$ cat src/rtl/traffic_signal_monitor.sv
// Receive-side lamp bus checker: phase decode, order/dwell checks, fault latch.
// Optional blinking red output under `TRAFFIC_MON_FLASH_RED_EN.
module traffic_signal_monitor #(
  parameter int DWELL_P0   = 8,
  parameter int DWELL_P1   = 3,
  parameter int DWELL_P2   = 6,
  parameter int DWELL_P3   = 3,
  parameter int DWELL_P4   = 4,
  parameter int DWELL_P5   = 3,
  parameter int FLASH_HALF = 4
) (
  input  logic       clk,
  input  logic       reset,
  input  logic [2:0] M1,
  input  logic [2:0] M2,
  input  logic [2:0] MT,
  input  logic [2:0] S,
  input  logic       clear_fault,
  output logic [2:0] phase,
  output logic       monitoring,
  output logic       fault,
  output logic [2:0] fault_code,
`ifdef TRAFFIC_MON_FLASH_RED_EN
  output logic [7:0] cycle_count,
  output logic       flash_red
`else
  output logic [7:0] cycle_count
`endif
);

  localparam logic [1:0] SYNC    = 2'd0;
  localparam logic [1:0] MONITOR = 2'd1;
  localparam logic [1:0] FAULT   = 2'd2;

  logic [1:0] state;
  logic [3:0] cnt;
  logic [3:0] cnt_inc;
  logic [2:0] prev_ph;
  logic [2:0] cur_ph;
  logic [2:0] nxt_ph;
  logic [2:0] det;
  logic       lamps_ok;
  logic       same;

  function automatic logic onehot(input logic [2:0] v);
    return (v == 3'b001) || (v == 3'b010) || (v == 3'b100);
  endfunction

  function automatic logic [3:0] dwell(input logic [2:0] p);
    logic [3:0] d;
    case (p)
      3'd0:    d = 4'(DWELL_P0);
      3'd1:    d = 4'(DWELL_P1);
      3'd2:    d = 4'(DWELL_P2);
      3'd3:    d = 4'(DWELL_P3);
      3'd4:    d = 4'(DWELL_P4);
      default: d = 4'(DWELL_P5);
    endcase
    return d;
  endfunction

  assign lamps_ok = onehot(M1) && onehot(M2)
                 && onehot(MT) && onehot(S);

  always_comb begin
    cur_ph = 3'd7;
    case ({M1, M2, MT, S})
      12'b001_001_100_100: cur_ph = 3'd0;
      12'b001_010_100_100: cur_ph = 3'd1;
      12'b001_100_001_100: cur_ph = 3'd2;
      12'b010_100_010_100: cur_ph = 3'd3;
      12'b100_100_100_001: cur_ph = 3'd4;
      12'b100_100_100_010: cur_ph = 3'd5;
      default:             cur_ph = 3'd7;
    endcase
  end

  assign nxt_ph  = (prev_ph == 3'd5) ? 3'd0 : prev_ph + 3'd1;
  assign same    = (cur_ph == prev_ph);
  assign cnt_inc = (cnt == 4'd15) ? cnt : cnt + 4'd1;

  // Priority chain makes the lowest code win.
  always_comb begin
    det = 3'd0;
    if (state != FAULT) begin
      if (!lamps_ok)
        det = 3'd1;
      else if (cur_ph == 3'd7)
        det = 3'd2;
      else if (!same) begin
        if (cur_ph != nxt_ph)
          det = 3'd3;
        else if (state == MONITOR && cnt != dwell(prev_ph))
          det = 3'd4;
      end else if (state == MONITOR && cnt_inc > dwell(cur_ph))
        det = 3'd5;
    end
  end

  always_ff @(posedge clk or posedge reset) begin
    if (reset) begin
      state       <= SYNC;
      cnt         <= 4'd1;
      prev_ph     <= 3'd0;
      phase       <= 3'd0;
      fault_code  <= 3'd0;
      cycle_count <= 8'd0;
    end else begin
      phase <= cur_ph;
      if (cur_ph != 3'd7)
        prev_ph <= cur_ph;
      if (state == FAULT) begin
        if (clear_fault) begin
          state      <= SYNC;
          fault_code <= 3'd0;
          cnt        <= 4'd1;
        end
      end else if (det != 3'd0) begin
        state      <= FAULT;
        fault_code <= det;
      end else if (!same) begin
        cnt <= 4'd1;
        if (state == SYNC)
          state <= MONITOR;
        else if (prev_ph == 3'd5)
          cycle_count <= cycle_count + 8'd1;
      end else begin
        cnt <= cnt_inc;
      end
    end
  end

  assign monitoring = (state == MONITOR);
  assign fault      = (state == FAULT);

`ifdef TRAFFIC_MON_FLASH_RED_EN
  logic [7:0] blink;

  always_ff @(posedge clk or posedge reset) begin
    if (reset) begin
      flash_red <= 1'b0;
      blink     <= 8'd0;
    end else if (state != FAULT && det != 3'd0) begin
      flash_red <= 1'b1;
      blink     <= 8'd0;
    end else if (state == FAULT && !clear_fault) begin
      if (blink == 8'(FLASH_HALF - 1)) begin
        blink     <= 8'd0;
        flash_red <= ~flash_red;
      end else begin
        blink <= blink + 8'd1;
      end
    end else begin
      flash_red <= 1'b0;
      blink     <= 8'd0;
    end
  end
`endif

endmodule

$ cat config.mk
export PLATFORM = sky130hd
export DESIGN_NAME = traffic_signal_monitor
export DESIGN_NICKNAME = d
export VERILOG_FILES = /design/src/rtl/traffic_signal_monitor.sv
export SDC_FILE = /design/constraint.sdc
export NUM_CORES = 1
export LEC_CHECK = 0
export BUFFER_PORTS_ARGS = -buffer_cell sky130_fd_sc_hd__buf_2
export CAP_MARGIN = 20
export CORE_ASPECT_RATIO = 1.5
export CORE_UTILIZATION = 56
export CTS_CLUSTER_DIAMETER = 80
export DETAILED_ROUTE_END_ITERATION = 16
export GPL_TIMING_DRIVEN = 1
export PLACE_DENSITY = 0.79
export SYNTH_ARGS = -nofsm -noshare
export SYNTH_HDL_FRONTEND = slang
export SYNTH_SLANG_ARGS = --single-unit
$ cat constraint.sdc
create_clock -name clk -period 4 [get_ports clk]
set_clock_uncertainty 0.1 [all_clocks]
set_input_delay 0.2 -clock clk [delete_from_list [all_inputs] [get_ports clk]]
set_output_delay 0.2 -clock clk [all_outputs]
set_load 0.02 [all_outputs]
# Word-level counts from Yosys, hierarchy flattened
# Cells that the tools add are included.
[word_totals] mem_count=0 latch_bits=0 register_bits=23 input_bits=15 wordCells=105 ram_bits=0 mem_bits_ro=0
[op_classes] multipliers=0 n_eq_ne=35 magnitude_cmp=1 addsub=3 div=0 bitwise=4 n_mux=33 n_shift=0 n_reduce_logical=23
[op_table] op="$mux 4" n=14
[op_table] op="$eq 12x10->1 const B" n=3
[op_table] op="$mux 3" n=11
[op_table] op="$eq 12x12->1 const B" n=2
[op_table] op="$eq 3x3->1 const B" n=8
[op_table] op="$pmux 4 s3" n=2
[op_table] op="$eq 3x2->1 const B" n=6
[op_table] op="$pmux 3 s6" n=1
[op_table] op="$eq 12x11->1 const B" n=1
[op_table] op="$eq 3x1->1 const B" n=4
[op_table] op="$mux 2" n=5
[op_table] op="$add 8x1->8 const B" n=1
[op_table] op="$logic_or 1x1->1" n=8
[op_table] op="$logic_not 3->1" n=2
[op_table] op="$ne 2x2->1 const B" n=3
[op_table] op="$reduce_bool 3->1" n=2
[op_table] op="$logic_and 1x1->1" n=5
[op_table] op="$reduce_and 5->1" n=1
[op_table] op="$add 4x1->4 const B" n=1
[op_table] op="$eq 4x4->1 const B" n=1
[op_table] op="$gt 4x4->1" n=1
[op_table] op="$ne 4x4->1" n=1
[op_table] op="$not 1->1" n=4
[op_table] op="$reduce_and 2->1" n=2
[op_table] op="10 further kinds" n=10

# Longest topological paths before layout
[logic_depth] depth_word=19 mapped_depth=15

# Least setup slack after synthesis
# No wires, ideal clock.
[synth_path] path_kind="input -> register" startpoint="input MT[1]" endpoint="register fault_code[0]" required_time_ns=3.774 setup_ns=0.126 arrival_time_ns=3.521 stages=13 setup_slack_ns=0.253 path_cell_list="or4bb_1 > a2111o_1 > nand3_2 > nand4_1 > ha_1 > and3_1 > a221oi_1 > a2111oi_0 > inv_1 > o211a_1 > o21ai_2 > o21ai_1 > a221o_1"
[synth_via] elab_chain_len=18 elab_cells_between_ends=38 classes_between="order compare (1); eq/ne (14); mux (14); reduce/logical (9)"
[synth_lines] item="start, declared" line_no="16" text="input logic [2:0] MT,"
[synth_lines] item="$eq 12x12->1 (tied with other cells)" line_no="67" text="case ({M1, M2, MT, S})"
[synth_lines] item="$pmux 3 s6" line_no="67"
[synth_lines] item="$eq 3x3->1 (tied with other cells)" line_no="51" text="case (p)"
[synth_lines] item="$pmux 4 s3" line_no="51"
[synth_lines] item="$mux 4" line_no="90" text="else if (!same) begin"
[synth_lines] item="$mux 4" line_no="88" text="else if (cur_ph == 3'd7)"
[synth_lines] item="$mux 4" line_no="86" text="if (!lamps_ok)"
[synth_lines] item="$mux 4" line_no="85" text="if (state != FAULT) begin"
[synth_lines] item="[... 2 more ...]"
[synth_lines] item="$mux 3" line_no="95" text="end else if (state == MONITOR && cnt_inc > dwell(cur_ph))"
[synth_lines] item="$mux 3" line_no="90"
[synth_lines] item="$mux 3" line_no="88"
[synth_lines] item="$mux 3 (*)" line_no="86"
[synth_lines] item="$mux 3 (*)" line_no="85"
[synth_lines] item="$reduce_bool 3->1" line_no="118" text="end else if (det != 3'd0) begin"
[synth_lines] item="$reduce_bool 2->1 (no line)"
[synth_lines] item="$reduce_and 2->1 (no line)"
[synth_lines] item="end signal, assigned" line_no="120" text="fault_code <= det;"
[synth_lines] item="end, declared" line_no="22" text="output logic [2:0] fault_code,"
# Every way passes the cells marked *; elsewhere a longest branch is shown, timed or not. The select of a mux whose other input is x is not followed.
# A chain may end at the register's enable or synchronous reset.

# Worst setup path after layout
[layout_path] startpoint="input M1[0]" endpoint="register cycle_count[1]"
[layout_via] elab_chain_len=18 elab_cells_between_ends=38 classes_between="order compare (1); eq/ne (14); mux (12); bitwise (2); reduce/logical (9)"
[layout_lines] item="start, declared" line_no="14" text="input logic [2:0] M1,"
[layout_lines] item="$eq 12x12->1 (tied with other cells)" line_no="67"
[layout_lines] item="$pmux 3 s6" line_no="67"
[layout_lines] item="$eq 3x3->1 (tied with other cells)" line_no="51"
[layout_lines] item="$pmux 4 s3" line_no="51"
[layout_lines] item="$mux 4" line_no="90"
[layout_lines] item="$mux 4" line_no="88"
[layout_lines] item="$mux 4" line_no="86"
[layout_lines] item="$mux 4" line_no="85"
[layout_lines] item="[... 2 more ...]"
[layout_lines] item="$mux 3" line_no="95"
[layout_lines] item="$mux 3" line_no="90"
[layout_lines] item="$mux 3" line_no="88"
[layout_lines] item="$mux 3" line_no="86"
[layout_lines] item="$mux 3" line_no="85"
[layout_lines] item="$reduce_bool 3->1" line_no="118"
[layout_lines] item="$not 1->1 (no line)"
[layout_lines] item="$reduce_and 5->1 (no line) (*)"
[layout_lines] item="end signal, assigned" line_no="126" text="cycle_count <= cycle_count + 8'd1;"
[layout_lines] item="end, declared" line_no="27" text="output logic [7:0] cycle_count"
# Marked as above.

==> flow_summary.ini <==
[detailed_routing]
drtIter0Drc = 71
ant_nets = 0
wl_per_cell_um = 16.8
wirelength_um = 4730
drc = 0
dr.pass1.iters = 4
num_vias = 1756
avgViaCountPerCell = 6.23

[place]
portBuffers = 30
postPlaceCellArea_um2 = 2120
place_congestion = 0.923
hpwlAfterDp_um = 3630

[synthesis]
seq_area_frac_synth_pct = 30.9
synth_edf_count = 0
synth_flop_cell = dfrtp_1
synth-simple-area-share_pct = 32.3
synth_top_family_by_area = simple AND/OR/NAND/NOR gates
synth_fa_ha_area_share_pct = 4.03
synthesis.area_um2 = 1860
synthArstFlopShare_pct = 100
ys_ff_latch = 23
synth_xor_area_share_pct = 7.58
syn_nets = 223
netlist_instances = 202
netlist.area_leader.share_pct = 29.5
yosys.area.top_type = dfrtp_1
synth-compound-area-share_pct = 19.9
ys_warn_count = 0
synthMuxAreaShare_pct = 2.28
yosysUniqueCellTypes = 64
syn_area_per_cell_um2 = 9.23
synth_area_leaders = dfrtp_1 (30%), nor2_1 (4.2%), ha_1 (4.0%), nand2_1 (4.0%), xnor2_1 (3.8%)

[setup_path]
slowest_delay_ns = 0.61
rr_endpoint = cycle_count[1]
cp_slowest_cell = or4bb_1
ff2ff_path_depth = 11
cp-end-kind = flop
timing.rr.start = cnt[0]
r2r_setup_slack_ns = 0.45
critical_path_class = in -> reg
path_cells = buf_2 -> or4bb_1 -> a2111o_1 -> nand3_2 -> nand4_1 -> ha_1 -> and3_1 -> a221oi_1 -> a2111oi_0 -> inv_1 -> o211a_1 -> o221a_1 -> mux2_2
worstPathMaxFanout = 8
cp_data_arrival_time_ns = 3.70
crit_required_ns = 4.06
cp-start-kind = primary input

[grt]
track_usage_pct = 28.0
grt_pass1_wl_um = 7710
antenna_found_initial = 0
gr-total-overflow = 0
grt_max_degree = 24
grt_pass1_vias = 1716

[power]
peakVddDrop_uv = 135
power_density_nw_per_um2 = 212
power_mw = 0.458
leakage_nw = 0.963

[timing]
grt_setup_unrepaired = no
setup_violations = 0
hold_viol = 22
clock.fmax_ghz = 0.275
max_slew_margin_pct = 43.8
holdWs_ns = -0.0137
worst_pin_slew_ns = 0.842
layout_min_cycle_time_ns = 3.64
fin_crit_sh_pct = 90.9
timing.final.max_slew_violations = 0
fin_setup_tns_ns = 0

[final_layout]
fin_nets = 264
layout_commonest_cell = buf_2
drive_gt1_share_pct = 26.0
stdcell_area_um2 = 2160
syn2layout_area_growth_pct = 16.1
layout_common_cells = buf_2 (30), dfrtp_1 (22), nor2_1 (21)
n_antenna_cell = 0

[clock_network]
post_cts_resized = 0
htree_levels = 1
path_clk_slew_ns = 0.09
clockBufferDepth = 2
cts_tree = done
cts_hold_buf = 0
cts_inserted_buffers = 3
cts-root-buf = clkbuf_8
insertion_delay_ns = 0.27
cts_setup_buffers = 0
clock-sinks = 23

[run_status]
status = complete, but fails checks
violations = negative hold slack

[die]
die-area_um2 = 3570
io_pins = 31
core_um2 = 3160
die_w_um = 49.1
initial_core_util_pct = 59.0
die_h_um = 72.7
rows = 25

[min_path]
hold_class = in -> async

[run]
cap_violations = 0
## cells in the mapped netlist (3+ instances only)
cell type / n
nor4_1: 3
nand3_1: 11
xor2_1: 5
nand4_1: 5
ha_1: 6
o21ai_0: 6
nor3_1: 4
a22o_1: 3
nand2_1: 20
nor3b_1: 3
and2_1: 4
nand2b_1: 3
inv_1: 7
nor2_1: 21
dfrtp_1: 22
a21oi_1: 6
xnor2_1: 8
and3_1: 5
## final cells by class
| type | count | area, µm² |
|---|---|---|
| Multi-Input combinational cell | 167 | 1230 |
| Fill cell | 259 | 995 |
| Sequential cell | 23 | 577 |
| Timing Repair Buffer | 41 | 233 |
| Tap cell | 40 | 50.0 |
| Clock buffer | 3 | 41.3 |
| Inverter | 7 | 26.3 |
| Clock inverter | 1 | 5.00 |
## cell families after synthesis
family	count (synthesis)
AOI/OAI and AO/OA	44
buffers and inverters	12
xor gates and xnor gates	14
muxes	4
DFF	23
adders and majority gates	6
and+or+nand+nor	99
## report_power, final
part / switching, mW / leakage, nW / total (mW) / internal (mW)
combinational: 0.0423 / 0.645 / 0.0685 / 0.0263
sequential: 0.00580 / 0.292 / 0.241 / 0.236
clock: 0.0784 / 0.0255 / 0.148 / 0.0697
## worst max-delay path: cells and delay by family
| family | cells | cell delay [ns] |
|---|---|---|
| buf+inv | 2 | 0.28 |
| fa+ha+maj | 1 | 0.31 |
| compound gates | 5 | 1.56 |
| mux | 1 | 0.31 |
| simple gates | 4 | 1.04 |
## worst max path at each step
stage / start / to / slack [ns]
finish: M1[0] / cycle_count[1] / 0.36
global route: MT[1] / cycle_count[1] / 0.13
CTS: M1[0] / fault_code[0] / 0.42
detailed placement: MT[1] / cycle_count[1] / 0.17
global placement: MT[1] / cycle_count[1] / 0.24
floorplan: MT[1] / fault_code[0] / 0.25
## flip-flops by register name, summed over array words and instances, names as in the netlist
name	count
cnt	4
cycle_count	8
phase	3
state	2
fault_code	3
prev_ph	3
## routing by layer
layer	track usage (%)	up-vias	wire, µm
li1	-	849	-
met1	29.8	830	1840
met2	53.9	59	2540
met3	1.67	18	132
met4	15.0	0	220
met5	0	-	0
## per-stage QoR
stage          instances  util (%)  hold slack, ns  worst slack (ns)
2_1_floorplan        202         -           0.101             0.253
3_3_place_gp         278      67.0           0.299             0.243
3_5_place_dp         278      67.0           0.313             0.170
4_1_cts              282      68.5          0.0226             0.421
5_1_grt              282      68.5          0.0808             0.128
6_report             282      68.5         -0.0137             0.363
No activity file was read; power rests on OpenSTA's default activity.
